--- src/rtl/decoder_rr_arbiter.sv ---
// Round-robin arbiter granting one of 8 requesters a shared one-hot resource.
// Optional grant hold timeout enabled by defining ARB_TIMEOUT_EN.
module decoder_rr_arbiter #(
  parameter int unsigned HOLD_MAX = 15,
  parameter int unsigned CNT_W    = 8
) (
  input  logic       clk,
  input  logic       rst,
  input  logic [7:0] req,
  input  logic       done,
  output logic       grant_valid,
  output logic [2:0] grant_idx,
  output logic [7:0] grant_onehot,
  output logic       timeout
);

  localparam int unsigned N_REQ = 8;

  typedef enum logic [1:0] {
    IDLE  = 2'd0,
    GRANT = 2'd1,
    GAP   = 2'd2
  } state_e;

  if (HOLD_MAX < 1 || HOLD_MAX > 255 || HOLD_MAX >= (64'd1 << CNT_W)) begin : g_bad_cfg
    $error("decoder_rr_arbiter: HOLD_MAX must be 1..255 and fit in CNT_W bits");
  end

  state_e     state_q;
  logic [2:0] ptr_q;
  logic       grant_valid_q;
  logic [2:0] grant_idx_q;
  logic [7:0] grant_onehot_q;

  logic [2:0] winner_c;
  logic       found_c;
  logic [2:0] probe_c;
  logic       release_c;
  logic       leave_grant_c;

  // First requester at or after the priority pointer, wrapping mod 8.
  always_comb begin
    found_c  = 1'b0;
    winner_c = 3'd0;
    probe_c  = 3'd0;
    for (int k = 0; k < N_REQ; k++) begin
      probe_c = ptr_q + 3'(k);
      if (!found_c && req[probe_c]) begin
        found_c  = 1'b1;
        winner_c = probe_c;
      end
    end
  end

  assign release_c = done || !req[grant_idx_q];

`ifdef ARB_TIMEOUT_EN
  logic [CNT_W-1:0] hold_cnt_q;
  logic             timeout_q;
  logic             expire_c;

  assign expire_c      = (hold_cnt_q == CNT_W'(HOLD_MAX - 1));
  assign leave_grant_c = release_c || expire_c;
  assign timeout       = timeout_q;
`else
  assign leave_grant_c = release_c;
  assign timeout       = 1'b0;
`endif

  // Arbitration FSM with registered grant outputs.
  always_ff @(posedge clk or posedge rst) begin
    if (rst) begin
      state_q        <= IDLE;
      ptr_q          <= 3'd0;
      grant_valid_q  <= 1'b0;
      grant_idx_q    <= 3'd0;
      grant_onehot_q <= 8'h00;
`ifdef ARB_TIMEOUT_EN
      hold_cnt_q     <= '0;
      timeout_q      <= 1'b0;
`endif
    end else begin
`ifdef ARB_TIMEOUT_EN
      timeout_q <= 1'b0;
`endif
      case (state_q)
        IDLE: begin
          if (found_c) begin
            state_q        <= GRANT;
            grant_valid_q  <= 1'b1;
            grant_idx_q    <= winner_c;
            grant_onehot_q <= 8'b0000_0001 << winner_c;
`ifdef ARB_TIMEOUT_EN
            hold_cnt_q     <= '0;
`endif
          end
        end
        GRANT: begin
          if (leave_grant_c) begin
            state_q        <= GAP;
            ptr_q          <= grant_idx_q + 3'd1;
            grant_valid_q  <= 1'b0;
            grant_idx_q    <= 3'd0;
            grant_onehot_q <= 8'h00;
`ifdef ARB_TIMEOUT_EN
            // A real release on the expiry edge wins over the timeout.
            timeout_q      <= !release_c;
`endif
          end
`ifdef ARB_TIMEOUT_EN
          else begin
            hold_cnt_q <= hold_cnt_q + CNT_W'(1);
          end
`endif
        end
        GAP: begin
          state_q <= IDLE;
        end
        default: begin
          state_q        <= IDLE;
          grant_valid_q  <= 1'b0;
          grant_idx_q    <= 3'd0;
          grant_onehot_q <= 8'h00;
        end
      endcase
    end
  end

  assign grant_valid  = grant_valid_q;
  assign grant_idx    = grant_idx_q;
  assign grant_onehot = grant_onehot_q;

endmodule

--- config.mk ---
export PLATFORM = sky130hd
export DESIGN_NAME = decoder_rr_arbiter
export DESIGN_NICKNAME = d
export VERILOG_FILES = /design/src/rtl/decoder_rr_arbiter.sv
export SDC_FILE = /design/constraint.sdc
export NUM_CORES = 1
export LEC_CHECK = 0
export ABC_AREA = 1
export CORE_MARGIN = 2
export CORE_UTILIZATION = 55
export DETAILED_ROUTE_END_ITERATION = 6
export MAX_ROUTING_LAYER = met4
export PLACE_DENSITY_LB_ADDON = 0.3
export SYNTH_ARGS = -nofsm -noshare
export SYNTH_HDL_FRONTEND = slang
export SYNTH_SLANG_ARGS = --single-unit
--- constraint.sdc ---
create_clock -name clk -period 4.04 [get_ports clk]
set_input_delay 0.404 -clock clk [delete_from_list [all_inputs] [get_ports clk]]
set_output_delay 0.404 -clock clk [all_outputs]
set_load 0.01 [all_outputs]
==> flow_summary.json, run 1 <==
{
  "clkLatencyLatePin_ns": 0.29,
  "synth_top_family_by_area": "simple AND/OR/NAND/NOR gates",
  "gp_congestion": 0.935,
  "coreArea_um2": 2810,
  "grt_remaining_overflow": 0,
  "cts.sinks": 17,
  "initial_core_util": 0.584,
  "synth_top_cell_by_area": "dfrtp_1",
  "post_cts_buffers": 0,
  "fin_crit_ns": 3.08,
  "most-common-layout-cells": "nand2_1 (70), nand3_1 (35), clkdlybuf4s50_1 (22)",
  "drc": 0,
  "worst_pin_slew_ns": 0.627,
  "diodes": 0,
  "drtAntennaViolNets": 0,
  "syn_nets": 255,
  "num_io_pins": 24,
  "endpoint_kind": "register",
  "drv_slew": 0,
  "fin_crit_sh": 0.762,
  "cts_hold_buf": 0,
  "syn_avg_cell_area_um2": 6.80,
  "finClkSkew_ns": 0.000787,
  "final_common_cell": "nand2_1",
  "clock-root-buffer": "clkbuf_4",
  "drt_iter0_markers": 96,
  "die_h_um": 58.6,
  "synth-simple-area-share": 0.511,
  "antenna_found_initial": 0,
  "grt_pass1_wl_mm": 6.50,
  "num_vias": 1684,
  "grt_max_degree": 18,
  "hold_violations": 0,
  "cap_viol_max_count": 0,
  "multi_input_area_um2": 1080,
  "areaGrowthSynthToFinish_pct": 14.4,
  "fin_nets": 277,
  "routed_wl_mm": 3.78,
  "ys_types": 35,
  "slew_headroom": 0.582,
  "path_class": "reg -> reg",
  "grt_pass1_vias": 1467,
  "yosys_register_bits": 17,
  "n_fill_cell": 250,
  "die_area_um2": 3430,
  "final-seq-area_um2": 425,
  "wl_per_cell_um": 12.9,
  "hold_path_class": "in -> async",
  "arrival_ns": 3.30,
  "async_reset_ff_frac": 1.00,
  "final_area_um2": 1880,
  "layout-drive-gt1-share": 0.153,
  "grtUsageTotal": 0.250,
  "startpoint_type": "register",
  "io_buffers": 22,
  "htree_levels": 1,
  "ys_seq_area_frac": 0.260,
  "place_area_um2": 1850,
  "cts_buffers": 3,
  "synth_top_area_frac": 0.260,
  "required_ns": 4.26,
  "ys.flop_type": "dfrtp_1",
  "dp_hpwl_mm": 2.97,
  "path_clk_slew_ns": 0.09,
  "worstPathMaxFanout": 15,
  "synth_edf_count": 0,
  "routed_via_density": 5.75,
  "status": "finished, final reports clean",
  "synth_cells": 241,
  "row_count": 19,
  "synth_fa_ha_area_frac": 0.0229,
  "firstDrtPassIters": 4,
  "setup_tns_ns": 0,
  "synthTopCellsByArea": "dfrtp_1 (26%), nand2_1 (16%), nand3_1 (11%), nand2_2 (4.6%), nand3_2 (4.3%)",
  "max_freq_mhz": 325,
  "synth_xor_area_frac": 0.0260,
  "cts_resized": 0,
  "cts_tree": "yes",
  "setup_viol": 0,
  "netlist_area_um2": 1640,
  "yosysWarnings": 0,
  "synth_compound_area_frac": 0.0962,
  "fp.dieW_um": 58.6,
  "clockBufferDepth": 2,
  "rsz0062_at_grt": "false",
  "synth_mux_area_frac": 0
}
[area by class of cell]
type	count	area share
inverters	23	0.0460
repair buffers	22	0.117
flip-flops and latches	17	0.227
multi-input cells	196	0.575
well taps	31	0.0207
clock buffers	4	0.0140
[flip-flops by register name, indices dropped and copies added (netlist names)]
signal and flops:
grant_idx 3, ptr_q 3, state_q 2, grant_onehot 8, grant_valid 1
[synthesized netlist by cell type, types with 2 or more instances]
cell	n
o21bai_2	2
nor2_1	18
buf_6	2
o211ai_1	2
nor3_1	2
a21boi_0	3
xnor2_1	2
o21ai_1	3
nand2_4	2
nand4_1	8
nand3_2	7
nand3b_1	2
ha_1	3
nand2_1	70
dfrtp_1	17
o21ai_0	10
nand2_2	12
inv_1	18
nor2_4	2
inv_2	4
nand3_1	35
nor2_2	4
[path summary, 6_finish.rpt]
check | start | slack (ns) | cells past startpoint | end
min | rst | 0.49 | 2 | grant_valid
max in group asynchronous | rst | 3.15 | 2 | grant_onehot[4]
min in group clk | grant_onehot[1] | 0.49 | 2 | grant_onehot[1]
max | ptr_q[0] | 0.96 | 13 | grant_onehot[6]
min reg2reg | grant_onehot[1] | 0.49 | 2 | grant_onehot[1]
max reg2reg | ptr_q[0] | 0.96 | 13 | grant_onehot[6]
[critical path, cell delays in order (launching register included)]
cell and delay [ns]:
dfrtp_1 0.66, inv_2 0.26, ha_1 0.46, inv_1 0.21, nand3_2 0.14, nand2_2 0.10, nor2_2 0.05, a31oi_2 0.25
inv_1 0.12, nor2_4 0.20, nand4_1 0.14, nand3_2 0.16, nand2_1 0.12, o21bai_2 0.14
[metrics by stage]
| step | worst slack [ns] | instances | hold WS [ns] | utilization |
|---|---|---|---|---|
| 4_1_cts | 1.00 | 293 | 0.489 | 0.669 |
| 3_5_place_dp | 1.03 | 289 | 0.464 | 0.659 |
| 6_report | 0.963 | 293 | 0.486 | 0.669 |
| 2_1_floorplan | 1.62 | 241 | 0.330 | - |
| 5_1_grt | 0.659 | 293 | 0.505 | 0.669 |
| 3_3_place_gp | 1.10 | 289 | 0.455 | 0.659 |
[metal layers]
metal,global-route usage,up-vias,part of all wire
li1,-,833,-
met1,0.343,768,0.46
met2,0.385,75,0.45
met3,0.0549,8,0.076
met4,0.0422,0,0.010
met5,-,-,0
[kinds of logic after synthesis]
kind of cell | Yosys count
DFF | 17
buffers and inverters | 28
adders and majority gates | 3
and+or+nand+nor | 164
other | 1
AOI/OAI and AO/OA | 24
xor gates and xnor gates | 4
Power of run 1 is not shown: default switching activity piles up to over one toggle a cycle in this logic, so the estimate is an artifact.
==> inputs of run 2 (changes only) <==
--- a/config.mk
+++ b/config.mk
@@ -7,7 +7,7 @@
 export LEC_CHECK = 0
 export ABC_AREA = 1
 export CORE_MARGIN = 2
-export CORE_UTILIZATION = 55
+export CORE_UTILIZATION = 49
 export DETAILED_ROUTE_END_ITERATION = 6
 export MAX_ROUTING_LAYER = met4
 export PLACE_DENSITY_LB_ADDON = 0.3
==> constraint.sdc (replaced) <==
create_clock -name clk -period 2.7 [get_ports clk]
set_input_delay 0.27 -clock clk [delete_from_list [all_inputs] [get_ports clk]]
set_output_delay 0.27 -clock clk [all_outputs]
set_load 0.01 [all_outputs]
==> flow_summary.json, run 2 (synthesis results as in run 1) <==
{
  "status": "finished, final reports clean",
  "place_area_um2": 1900,
  "slew_headroom": 0.580,
  "clockBufferDepth": 2,
  "areaGrowthSynthToFinish_pct": 17.7,
  "grtUsageTotal": 0.222,
  "coreArea_um2": 3130,
  "diodes": 0,
  "path_clk_slew_ns": 0.10,
  "grt_remaining_overflow": 0,
  "die_h_um": 61.8,
  "fin_nets": 282,
  "htree_levels": 1,
  "hold_violations": 0,
  "arrival_ns": 2.71,
  "grt_pass1_wl_mm": 6.08,
  "reg2reg_to": "grant_onehot[5]",
  "startpoint_type": "register",
  "fin_cells": 311,
  "drc": 0,
  "post_cts_buffers": 0,
  "cts_buffers": 3,
  "row_count": 20,
  "fp.dieW_um": 61.8,
  "hold_path_class": "in -> async",
  "layout-drive-gt1-share": 0.169,
  "initial_core_util": 0.524,
  "reg2reg_depth": 15,
  "largest_register_ffs": 8,
  "dp_hpwl_mm": 3.09,
  "worst_pin_slew_ns": 0.630,
  "antenna_found_initial": 0,
  "drtAntennaViolNets": 0,
  "drv_slew": 0,
  "rrSetupSlack_ns": 0.23,
  "max_freq_mhz": 404,
  "rsz0062_at_grt": "false",
  "final-seq-area_um2": 425,
  "setup_tns_ns": 0,
  "cts.sinks": 17,
  "crit_family": "simple AND/OR/NAND/NOR gates",
  "clkLatencyLatePin_ns": 0.29,
  "n_fill_cell": 310,
  "post-place-cells": 307,
  "die_area_um2": 3820,
  "num_io_pins": 24,
  "final_common_cell": "nand2_1",
  "worstPathMaxFanout": 8,
  "most-common-layout-cells": "nand2_1 (70), nand3_1 (35), clkdlybuf4s50_1 (22)",
  "cap_viol_max_count": 0,
  "wl_per_cell_um": 12.4,
  "cts_resized": 0,
  "crit_cells": 15,
  "critPathBufInv": 3,
  "routed_via_density": 5.25,
  "drt_iter0_markers": 105,
  "required_ns": 2.93,
  "num_vias": 1633,
  "clock-root-buffer": "clkbuf_4",
  "grt_max_degree": 18,
  "io_buffers": 22,
  "cts_hold_buf": 0,
  "final_area_um2": 1930,
  "routed_wl_mm": 3.86,
  "endpoint_kind": "register",
  "endpoint": "grant_onehot[5]",
  "grt_pass1_vias": 1351,
  "firstDrtPassIters": 4,
  "finClkSkew_ns": 0.00644,
  "r2r_start": "ptr_q[1]",
  "path_class": "reg -> reg",
  "fin_crit_sh": 0.916,
  "fin_crit_ns": 2.47,
  "cts_tree": "yes",
  "multi_input_area_um2": 1080,
  "timing.critical_path.slowest_stage_cell": "dfrtp_1",
  "gp_congestion": 0.878,
  "setup_viol": 0,
  "startpoint": "ptr_q[1]",
  "slowest_delay_ns": 0.40,
  "path_cells": "inv_2, ha_1, inv_1, nand3_2, nand2_2, nor2_2, a31oi_2, inv_1, nor2_4, nand3_1, nand3_1, nor2_2, nor2_4, nand3_1, nand2_1",
  "critPathMostFrequentCell": "nand3_1"
}
==> run 2: cell count changes in the layout (fill, tap and decap cells not counted), sizes merged <==
cell | previous run | this run
buf | 0 | 5
==> run 2: layer usage <==
metal / global-route usage / routed length (um) / vias to the layer above
li1: - / - / 844
met4: 0.0182 / 11 / 0
met2: 0.335 / 1640 / 55
met1: 0.322 / 1950 / 732
met5: - / 0 / -
met3: 0.0435 / 259 / 2
==> run 2: cell type report <==
type | instances | area share
Multi-Input combinational cell | 196 | 0.559
Sequential cell | 17 | 0.220
Timing Repair Buffer | 27 | 0.134
Inverter | 23 | 0.0447
Tap cell | 44 | 0.0285
Clock buffer | 4 | 0.0136
==> run 2: per-stage QoR <==
step                      setup WS [ns]  hold WS [ns]  utilization
after floorplan                   0.283         0.196            -
after global placement            0.264         0.456        0.608
after detailed placement          0.236         0.465        0.608
after CTS                         0.236         0.373        0.617
after global routing             0.0592         0.409        0.617
final                             0.227         0.346        0.617
==> run 2: worst reg2reg max path, stage by stage, from the launching register on <==
cell and delay [ns]:
dfrtp_1 0.40, inv_2 0.14, ha_1 0.27, inv_1 0.22, nand3_2 0.15, nand2_2 0.10, nor2_2 0.05, a31oi_2 0.22
inv_1 0.11, nor2_4 0.21, nand3_1 0.12, nand3_1 0.10, nor2_2 0.07, nor2_4 0.11, nand3_1 0.08, nand2_1 0.08
==> run 2: worst min path at each step <==
stage	startpoint	endpoint	slack, ns	cells after the start
3_5_place_dp	grant_onehot[4]	grant_onehot[4]	0.46	2
5_1_grt	rst	grant_onehot[7]	0.41	2
2_1_floorplan	rst	grant_idx[0]	0.20	1
6_report	rst	grant_onehot[7]	0.35	2
3_3_place_gp	grant_valid	grant_valid	0.46	2
4_1_cts	rst	grant_onehot[7]	0.37	2
Power of run 2 is left out for the same reason.
==> inputs of run 3 (changes only) <==
--- a/config.mk
+++ b/config.mk
@@ -11,6 +11,7 @@
 export DETAILED_ROUTE_END_ITERATION = 6
 export MAX_ROUTING_LAYER = met4
 export PLACE_DENSITY_LB_ADDON = 0.3
+export SKIP_CTS_REPAIR_TIMING = 1
 export SYNTH_ARGS = -nofsm -noshare
 export SYNTH_HDL_FRONTEND = slang
 export SYNTH_SLANG_ARGS = --single-unit
==> results of run 3 <==
The final DEF is identical to that of run 2; final timing and power are the same.
Power of run 3 is left out for the same reason.
